[config.mk]
export PLATFORM = sky130hd
export DESIGN_NAME = qerv_lsbuf_flat
export DESIGN_NICKNAME = d
export VERILOG_FILES = /design/src/rtl/qerv_lsbuf_pkg.sv /design/src/rtl/qerv_lsbuf_if.sv /design/src/rtl/qerv_lsbuf_align.sv /design/src/rtl/qerv_lsbuf.sv /design/src/flat_wrapper.sv
export SDC_FILE = /design/constraint.sdc
export NUM_CORES = 1
export LEC_CHECK = 0
export CORE_MARGIN = 2
export CORE_UTILIZATION = 57
export DETAILED_ROUTE_END_ITERATION = 8
export PLACE_DENSITY_LB_ADDON = 0.05
export SETUP_SLACK_MARGIN = 0.1
export SYNTH_ARGS = -nofsm -noshare
export SYNTH_HDL_FRONTEND = slang
export SYNTH_SLANG_ARGS = --single-unit
[constraint.sdc]
create_clock -name i_clk -period 4.6 [get_ports i_clk]
set_clock_uncertainty 0.2 [all_clocks]
set_input_delay 1.38 -clock i_clk [delete_from_list [all_inputs] [get_ports i_clk]]
set_output_delay 1.38 -clock i_clk [all_outputs]
set_load 0.1 [all_outputs]
[src/rtl/qerv_lsbuf_pkg.sv]
// Shared encodings for the serial load/store/shift buffer.
package qerv_lsbuf_pkg;

  typedef enum logic [1:0] {
    OP_STORE = 2'b00,
    OP_LOAD  = 2'b01,
    OP_SHL   = 2'b10,
    OP_SHR   = 2'b11
  } op_e;

  typedef enum logic [1:0] {
    SZ_BYTE     = 2'b00,
    SZ_HALF     = 2'b01,
    SZ_WORD     = 2'b10,
    SZ_WORD_ALT = 2'b11
  } size_e;

  typedef enum logic [2:0] {
    ST_IDLE  = 3'd0,
    ST_INIT  = 3'd1,
    ST_BUS   = 3'd2,
    ST_SHIFT = 3'd3,
    ST_DRAIN = 3'd4
  } state_e;

  // Size 11 aliases word, so anything that is not byte/half needs lsb == 0.
  function automatic logic is_misaligned(input logic [1:0] size, input logic [1:0] lsb);
    case (size)
      2'b00:   return 1'b0;
      2'b01:   return lsb[0];
      default: return lsb != 2'b00;
    endcase
  endfunction

endpackage

[src/rtl/qerv_lsbuf_if.sv]
// Request, serial data and memory bus signals of the load/store buffer.
interface qerv_lsbuf_if #(
  parameter int W = 1
);
  logic          i_start;
  logic [1:0]    i_op;
  logic [1:0]    i_size;
  logic          i_signed;
  logic [1:0]    i_lsb;
  logic [4:0]    i_shamt;
  logic [W-1:0]  i_d;
  logic [W-1:0]  o_q;
  logic          o_q_vld;
  logic          o_busy;
  logic          o_done;
  logic          o_misalign;
  logic          o_bus_cyc;
  logic          i_bus_ack;
  logic [31:0]   o_bus_dat;
  logic [3:0]    o_bus_sel;
  logic [31:0]   i_bus_rdt;

  modport master (
    output i_start, i_op, i_size, i_signed, i_lsb, i_shamt, i_d, i_bus_ack, i_bus_rdt,
    input  o_q, o_q_vld, o_busy, o_done, o_misalign, o_bus_cyc, o_bus_dat, o_bus_sel
  );

  modport slave (
    input  i_start, i_op, i_size, i_signed, i_lsb, i_shamt, i_d, i_bus_ack, i_bus_rdt,
    output o_q, o_q_vld, o_busy, o_done, o_misalign, o_bus_cyc, o_bus_dat, o_bus_sel
  );
endinterface

[src/rtl/qerv_lsbuf_align.sv]
// Byte-lane alignment: store replication/strobes and load shift/extension.
module qerv_lsbuf_align
  import qerv_lsbuf_pkg::*;
(
  input  logic [1:0]  size,
  input  logic        sgn,
  input  logic [1:0]  lsb,
  input  logic [31:0] st_dat,
  input  logic [31:0] rdt,
  output logic [31:0] bus_dat,
  output logic [3:0]  bus_sel,
  output logic [31:0] ld_dat
);
  logic [31:0] rdt_sh;

  always_comb begin
    rdt_sh  = rdt >> {lsb, 3'b000};
    bus_dat = st_dat;
    bus_sel = 4'b1111;
    ld_dat  = rdt_sh;
    case (size_e'(size))
      SZ_BYTE: begin
        bus_dat = {4{st_dat[7:0]}};
        bus_sel = 4'b0001 << lsb;
        ld_dat  = {{24{sgn & rdt_sh[7]}}, rdt_sh[7:0]};
      end
      SZ_HALF: begin
        bus_dat = {2{st_dat[15:0]}};
        bus_sel = 4'b0011 << lsb;
        ld_dat  = {{16{sgn & rdt_sh[15]}}, rdt_sh[15:0]};
      end
      default: ;
    endcase
  end

endmodule

[src/rtl/qerv_lsbuf.sv]
// Serial load/store/shift buffer: W bits per beat in and out of a 32-bit word.
// state    | meaning
// IDLE     | waiting for i_start; misaligned accesses finish here
// INIT     | N beats shifting i_d into the data register
// BUS      | bus request held until i_bus_ack
// SHIFT    | shift by W per cycle, then the remainder
// DRAIN    | N beats presenting data[W-1:0] on o_q
module qerv_lsbuf
  import qerv_lsbuf_pkg::*;
#(
  parameter int W = 1
) (
  input logic         i_clk,
  input logic         i_rst_n,
  qerv_lsbuf_if.slave io
);
  localparam int LB = $clog2(W);
  localparam int N  = 32 / W;
  localparam logic [4:0] CNT_LAST = 5'(N - 1);
  localparam logic [4:0] W5       = 5'(W);

  state_e      state;
  op_e         op_r;
  logic [1:0]  size_r;
  logic [1:0]  lsb_r;
  logic        sgn_r;
  logic [4:0]  shamt_r;
  logic [4:0]  cnt;
  logic [31:0] data;
  logic        bus_cyc;
  logic        done;
  logic        misalign;
  logic        q_vld;

  logic [31:0] st_bus_dat;
  logic [3:0]  st_bus_sel;
  logic [31:0] ld_dat;
  logic [4:0]  step;
  logic [4:0]  cnt_rem;
  logic        fill;
  logic signed [32:0] shr_ext;
  logic [31:0] shifted;

  qerv_lsbuf_align u_align (
    .size    (size_r),
    .sgn     (sgn_r),
    .lsb     (lsb_r),
    .st_dat  (data),
    .rdt     (io.i_bus_rdt),
    .bus_dat (st_bus_dat),
    .bus_sel (st_bus_sel),
    .ld_dat  (ld_dat)
  );

  // Full W-bit steps while count >= W, then one step of the leftover.
  always_comb begin
    step    = ((cnt >> LB) != 5'd0) ? W5 : cnt;
    cnt_rem = cnt - step;
    fill    = (op_r == OP_SHR) && sgn_r && data[31];
    shr_ext = $signed({fill, data}) >>> step;
    shifted = (op_r == OP_SHL) ? (data << step) : shr_ext[31:0];
  end

  always_ff @(posedge i_clk or negedge i_rst_n) begin
    if (!i_rst_n) begin
      state    <= ST_IDLE;
      op_r     <= OP_STORE;
      size_r   <= 2'b00;
      lsb_r    <= 2'b00;
      sgn_r    <= 1'b0;
      shamt_r  <= 5'd0;
      cnt      <= 5'd0;
      data     <= 32'd0;
      bus_cyc  <= 1'b0;
      done     <= 1'b0;
      misalign <= 1'b0;
      q_vld    <= 1'b0;
    end else begin
      done     <= 1'b0;
      misalign <= 1'b0;
      case (state)
        ST_IDLE: begin
          if (io.i_start) begin
            op_r    <= op_e'(io.i_op);
            size_r  <= io.i_size;
            lsb_r   <= io.i_lsb;
            sgn_r   <= io.i_signed;
            shamt_r <= io.i_shamt;
            if (!io.i_op[1] && is_misaligned(io.i_size, io.i_lsb)) begin
              done     <= 1'b1;
              misalign <= 1'b1;
            end else if (op_e'(io.i_op) == OP_LOAD) begin
              state   <= ST_BUS;
              bus_cyc <= 1'b1;
            end else begin
              state <= ST_INIT;
              cnt   <= CNT_LAST;
            end
          end
        end
        ST_INIT: begin
          data <= {io.i_d, data[31:W]};
          if (cnt == 5'd0) begin
            if (op_r == OP_STORE) begin
              state   <= ST_BUS;
              bus_cyc <= 1'b1;
            end else if (shamt_r != 5'd0) begin
              state <= ST_SHIFT;
              cnt   <= shamt_r;
            end else begin
              state <= ST_DRAIN;
              cnt   <= CNT_LAST;
              q_vld <= 1'b1;
            end
          end else begin
            cnt <= cnt - 5'd1;
          end
        end
        ST_SHIFT: begin
          data <= shifted;
          if (cnt_rem == 5'd0) begin
            state <= ST_DRAIN;
            cnt   <= CNT_LAST;
            q_vld <= 1'b1;
          end else begin
            cnt <= cnt_rem;
          end
        end
        ST_BUS: begin
          if (io.i_bus_ack) begin
            bus_cyc <= 1'b0;
            if (op_r == OP_LOAD) begin
              data  <= ld_dat;
              state <= ST_DRAIN;
              cnt   <= CNT_LAST;
              q_vld <= 1'b1;
            end else begin
              done  <= 1'b1;
              state <= ST_IDLE;
            end
          end
        end
        ST_DRAIN: begin
          data <= data >> W;
          if (cnt == 5'd1) done <= 1'b1;
          if (cnt == 5'd0) begin
            state <= ST_IDLE;
            q_vld <= 1'b0;
          end else begin
            cnt <= cnt - 5'd1;
          end
        end
        default: state <= ST_IDLE;
      endcase
    end
  end

  assign io.o_q        = q_vld ? data[W-1:0] : '0;
  assign io.o_q_vld    = q_vld;
  assign io.o_busy     = (state != ST_IDLE);
  assign io.o_done     = done;
  assign io.o_misalign = misalign;
  assign io.o_bus_cyc  = bus_cyc;
  assign io.o_bus_dat  = st_bus_dat;
  assign io.o_bus_sel  = bus_cyc ? st_bus_sel : 4'b0000;

endmodule

[src/flat_wrapper.sv]
// flat-port wrapper written by rule: the top's interface ports become plain ports
module qerv_lsbuf_flat import qerv_lsbuf_pkg::*;
#(
  parameter int W = 1
)
  (i_clk, i_rst_n, io_i_start, io_i_op, io_i_size, io_i_signed, io_i_lsb, io_i_shamt, io_i_d, io_i_bus_ack, io_i_bus_rdt, io_o_q, io_o_q_vld, io_o_busy, io_o_done, io_o_misalign, io_o_bus_cyc, io_o_bus_dat, io_o_bus_sel);
  qerv_lsbuf_if #(.W(W)) io_i ();
  input logic i_clk;
  input logic i_rst_n;
  input wire logic [$bits(io_i.i_start)-1:0] io_i_start;
  input wire logic [$bits(io_i.i_op)-1:0] io_i_op;
  input wire logic [$bits(io_i.i_size)-1:0] io_i_size;
  input wire logic [$bits(io_i.i_signed)-1:0] io_i_signed;
  input wire logic [$bits(io_i.i_lsb)-1:0] io_i_lsb;
  input wire logic [$bits(io_i.i_shamt)-1:0] io_i_shamt;
  input wire logic [$bits(io_i.i_d)-1:0] io_i_d;
  input wire logic [$bits(io_i.i_bus_ack)-1:0] io_i_bus_ack;
  input wire logic [$bits(io_i.i_bus_rdt)-1:0] io_i_bus_rdt;
  output wire logic [$bits(io_i.o_q)-1:0] io_o_q;
  output wire logic [$bits(io_i.o_q_vld)-1:0] io_o_q_vld;
  output wire logic [$bits(io_i.o_busy)-1:0] io_o_busy;
  output wire logic [$bits(io_i.o_done)-1:0] io_o_done;
  output wire logic [$bits(io_i.o_misalign)-1:0] io_o_misalign;
  output wire logic [$bits(io_i.o_bus_cyc)-1:0] io_o_bus_cyc;
  output wire logic [$bits(io_i.o_bus_dat)-1:0] io_o_bus_dat;
  output wire logic [$bits(io_i.o_bus_sel)-1:0] io_o_bus_sel;
  assign io_i.i_start = io_i_start;
  assign io_i.i_op = io_i_op;
  assign io_i.i_size = io_i_size;
  assign io_i.i_signed = io_i_signed;
  assign io_i.i_lsb = io_i_lsb;
  assign io_i.i_shamt = io_i_shamt;
  assign io_i.i_d = io_i_d;
  assign io_i.i_bus_ack = io_i_bus_ack;
  assign io_i.i_bus_rdt = io_i_bus_rdt;
  assign io_o_q = io_i.o_q;
  assign io_o_q_vld = io_i.o_q_vld;
  assign io_o_busy = io_i.o_busy;
  assign io_o_done = io_i.o_done;
  assign io_o_misalign = io_i.o_misalign;
  assign io_o_bus_cyc = io_i.o_bus_cyc;
  assign io_o_bus_dat = io_i.o_bus_dat;
  assign io_o_bus_sel = io_i.o_bus_sel;
  qerv_lsbuf #(.W(W)) u_core (.i_clk(i_clk), .i_rst_n(i_rst_n), .io(io_i));
endmodule
# After elaboration in Yosys (flattened, before gate mapping)
# Cells that the tools add are included.
# Widths: inputs -> output; s select.
[word_totals]
reg_bits = 56
in_bits = 49
output_inout_bits = 42
[op_classes]
addsub = 2
eq_ne = 25
shifts = 5
mux = 57
bitwise = 2
n_reduce_logical = 23
[op_table]
columns = ["op", "count"]
rows = [
  ["$pmux 32 s2", 2],
  ["$pmux 32 s4", 1],
  ["$mux 32", 3],
  ["$mux 5", 11],
  ["$sshr 33x5->32", 1],
  ["$shl 32x5->32", 1],
  ["$shr 32x5->32", 1],
  ["$mux 3", 9],
  ["$pmux 5 s5", 1],
  ["$mux 1", 22],
  ["$reduce_and 8->1", 2],
  ["$pmux 3 s5", 1],
  ["$reduce_bool 5->1", 3],
  ["$ne 2x2->1 const B", 7],
  ["$ne 2x1->1 const B", 6],
  ["$logic_not 5->1", 2],
  ["$eq 2x1->1 const B", 4],
  ["$pmux 4 s2", 1],
  ["$reduce_and 7->1", 1],
  ["$eq 3x2->1 const B", 2],
  ["$logic_not 2->1", 3],
  ["$pmux 1 s3", 2],
  ["$reduce_and 6->1", 1],
  ["$reduce_bool 3->1", 2],
  ["21 further kinds", 25],
]

# Longest topological paths before layout
[depth]
word_depth = 8
mapped_depth = 15
depth_no_buf = 11

# Cells and area by module
# From an unflattened synthesis, not the netlist that was laid out.
[unflattened]
hier_cells = 830
hier_area_um2 = 6423.7
[modules_own_cells]
columns = ["mod", "n_inst", "cells_per_inst", "area_each_um2", "seq_area_each_um2"]
rows = [
  ["qerv_lsbuf", 1, 648, 5098.6, 1401.3],
  ["qerv_lsbuf_align", 1, 182, 1325.0, 0.0],
]

# Least setup slack after synthesis
# OpenSTA, ideal clock, no wires.
[synth_path]
path_kind = "register to output"
start = "register u_core.size_r[0]"
end = "output io_o_bus_dat[24]"
arrival_ns = 3.147
t_required_ns = 3.020
slack_ns = -0.127
stages_incl_launch_ff = 5
path_buffers = 2
cell_sequence = "dfrtp_1 > clkbuf_1 > clkbuf_1 > mux2i_1 > o21ai_0"
[synth_via]
elab_chain_len = 2
word_cells_on_any_way = 3
classes_between = "1 x eq/ne; 1 x mux; 1 x reduce/logical"
[synth_rtl]
columns = ["element", "line_no", "source"]
rows = [
  ["start, declared", "qerv_lsbuf.sv:24", "logic [1:0] size_r;"],
  ["start signal, assigned", "qerv_lsbuf.sv:85", "size_r <= io.i_size;"],
  ["$eq 2x1->1 / $logic_not 2->1 (equally long branches)", "qerv_lsbuf_align.sv:21", "case (size_e'(size))"],
  ["$pmux 32 s2 *", "qerv_lsbuf_align.sv:21", ""],
  ["end, declared", "flat_wrapper.sv:25", "output wire logic [$bits(io_i.o_bus_dat)-1:0] io_o_bus_dat;"],
]
# Mark *: on every way between the ends. The rest lies on a longest branch, timed or not.

# Final worst setup path
[layout_path]
start = "register u_core.size_r[0]"
end = "output io_o_bus_dat[14]"
# Same word-level chain as after synthesis.

==> impl_metrics.yaml <==
route:
  vias_per_cell: 7.48
  drc_errors: 0
  ant_nets: 0
  vias: 7247
  firstDrtPassIters: 7
  avgRoutedWirePerCell_um: 24.8
  routed_wl_um: 24000
  drt_iter0_drc: 1116
floorplanning:
  die-area_mm2: 0.0121
  std_cell_rows: 38
  pin_count: 91
  core_mm2: 0.0109
  chipWidth_um: 110
  start_util_pct: 58.6
  die_y_um: 110
place:
  placed_area_mm2: 0.00723
  post-place-ws_ns: 0.803
  gp_congestion: 1.01
  port_buffers: 90
  dp_hpwl_um: 16500
clock_tree:
  clk_latency_ns: 0.36
  cts_sinks: 56
  numCtsBuffers: 5
  cts.clk_slew.worst_paths_ns: 0.11
  cts_tree: "yes"
  clockBufferDepth: 2
  post_cts_buffers: 0
  cts-root-buf: "clkbuf_8"
  ctsHoldBuffers: 0
  htreeDepth: 2
  cts_resized: 0
global_routing:
  grt_overflow: 0
  top_usage_layer: "met2"
  grt_pass1_wl_um: 37500
  grt_max_degree: 44
  antenna_found_initial: 0
  track_usage_pct: 40.7
  met2_usage_pct: 60.6
  grt_util_met1_pct: 55.7
  use_met3_pct: 9.54
  grt_pass1_vias: 6542
sta:
  fin_tns_setup_ns: 0
  post-route-min-period_ns: 3.75
  report.final.hold_viol_count: 0
  rsz0062_at_grt: "no"
  timing.final.ws_setup_ns: 0.849
  setup_viol: 0
  fmax_ghz: 0.267
  timing.final.crit_share_pct: 81.5
  max_slew.worst_pin.slew_ns: 0.977
  slew_headroom_pct: 34.7
  slew_viol_final: 0
critical_path:
  critical-path-top-delay-family: "flip-flops"
  max_stage_delay_ns: 0.90
  critical_path.cell_chain: "nor2_1, buf_4, o21ai_1, buf_12"
  end_kind: "primary output"
  crit_type: "flip-flop to primary output"
  path_max_fanout: 19
  crit_path_start_kind: "flip-flop"
  worstPathBufferInverterCount: 2
  crit_required_ns: 3.02
  slowest_stage: "dfrtp_1"
  critical_path_arrival_ns: 2.17
run:
  cap_violations: 0
logic_synthesis:
  synth_seq_cells: 56
  synth_warnings: 0
  avgSynthCellArea_um2: 7.92
  synth_cells: 805
  netlist_area_mm2: 0.00638
  synth_nets: 859
  synthTopCellsByArea: "dfrtp_1, mux2_2, mux4_2"
  synth_flop_cell: "dfrtp_1"
  synth_top_area_share_pct: 22.0
  async_flop_share_pct: 100
  synth_cell_types: 82
  synth_area_leader_cell: "dfrtp_1"
  yosysSeqAreaShare_pct: 22.0
  synth_edf_count: 0
final_layout:
  seq_area_mm2: 0.00140
  post-route-util_pct: 67.4
  diodes: 0
  syn2layout_area_growth_pct: 15.0
  fillers: 929
  fin_area_mm2: 0.00734
  num-nets-final: 882
  layout-drive-gt1-share_pct: 16.8
  multi_input_area_mm2: 0.00446
status:
  outcome: "complete, no violations"
min_path:
  hold_class: "flip-flop to flip-flop"
registers in the layout, indices dropped and copies added (netlist names), 2 cells and up:
name and cells:
u_core.cnt 5, u_core.data 32, u_core.lsb_r 2, u_core.op_r 2, u_core.shamt_r 5, u_core.size_r 2, u_core.state 3
worst reg2reg max path: cells and delay by family, from the launching register on:
kind	cells	cell delay (ns)
compound gates	2	0.33
fa+ha+maj	1	0.27
buf+inv	3	0.62
mux	1	0.59
flops	1	0.40
simple gates	2	1.03
layout make-up:
cell class / count / area share, %
multi-input combinational: 629 / 60.8
timing repair buffer: 118 / 15.3
tap: 140 / 2.39
sequential: 56 / 19.1
clock buffer: 6 / 0.989
clock inverter: 2 / 0.477
inverter: 18 / 0.921
synthesized netlist by cell type, drive strengths merged, types with 9 or more instances:
| cell | count |
|---|---|
| nand3 | 38 |
| a211oi | 13 |
| a21oi | 53 |
| mux2 | 36 |
| nand2b | 9 |
| nor3 | 11 |
| mux4 | 19 |
| o21ai | 81 |
| buf | 33 |
| nor2 | 67 |
| a221oi | 14 |
| dfrtp | 56 |
| a31oi | 21 |
| nand2 | 52 |
| inv | 16 |
| clkbuf | 69 |
| and3 | 16 |
| mux2i | 38 |
| nor2b | 11 |
| o211ai | 15 |
| a22oi | 12 |
final timing paths:
path | startpoint | endpoint | slack, ns | cells after the start
max | u_core.size_r[0] | io_o_bus_dat[14] | 0.85 | 4
min | u_core.shamt_r[3] | u_core.shamt_r[3] | 0.38 | 1
max reg2reg | u_core.cnt[0] | u_core.data[5] | 1.06 | 9
min reg2reg | u_core.shamt_r[3] | u_core.shamt_r[3] | 0.38 | 1
max in group asynchronous | i_rst_n | u_core.data[15] | 2.45 | 2
min in group asynchronous | i_rst_n | u_core.data[24] | 0.89 | 1
routing by layer:
metal	share of wire, %	wire length [µm]
met4	5.8	1400
met3	12	2940
met2	43	10400
met1	39	9280
met5	0	0
cells in the final DEF, fill, tap and decap left out, types with 6 or more instances in the layout:
cell type | synthesis | layout
a211oi_1 | 12 | 12
a21oi_1 | 53 | 53
a221o_1 | 6 | 6
a221oi_1 | 14 | 14
a22oi_1 | 12 | 11
a31oi_1 | 21 | 21
and3_1 | 16 | 16
buf_12 | 0 | 9
buf_4 | 10 | 56
clkdlybuf4s50_1 | 0 | 52
dfrtp_1 | 56 | 56
inv_1 | 16 | 16
mux2_2 | 36 | 36
mux2i_1 | 38 | 38
mux4_2 | 17 | 17
nand2_1 | 52 | 52
nand2b_1 | 9 | 9
nand3_1 | 38 | 38
nor2_1 | 65 | 65
nor2b_1 | 11 | 10
nor3_1 | 11 | 11
nor4_1 | 7 | 7
o211ai_1 | 15 | 15
o21ai_0 | 58 | 49
o21ai_1 | 20 | 29
o221ai_1 | 6 | 6
o22ai_1 | 7 | 7
o31ai_1 | 7 | 7
through the flow:
stage                     cells  hold WS (ns)
after detailed placement    961         0.354
after global placement      961         0.334
final                       969         0.377
after floorplan             805         0.315
after CTS                   969         0.381
after global routing        969         0.418
logic make-up (layout without fill, tap and decap cells):
family          Yosys count  count (layout)  share of synthesized area, %
compound gates          286             286                          29.7
simple gates            241             241                          19.2
buf+inv                 120             144                          8.45
mux                      93              93                          19.1
flops                    56              56                          22.0
fa+ha+maj                 5               5                         0.981
xor+xnor                  4               4                         0.549
Power is not shown: default switching activity piles up to over one toggle a cycle in this logic, so the estimate is an artifact.
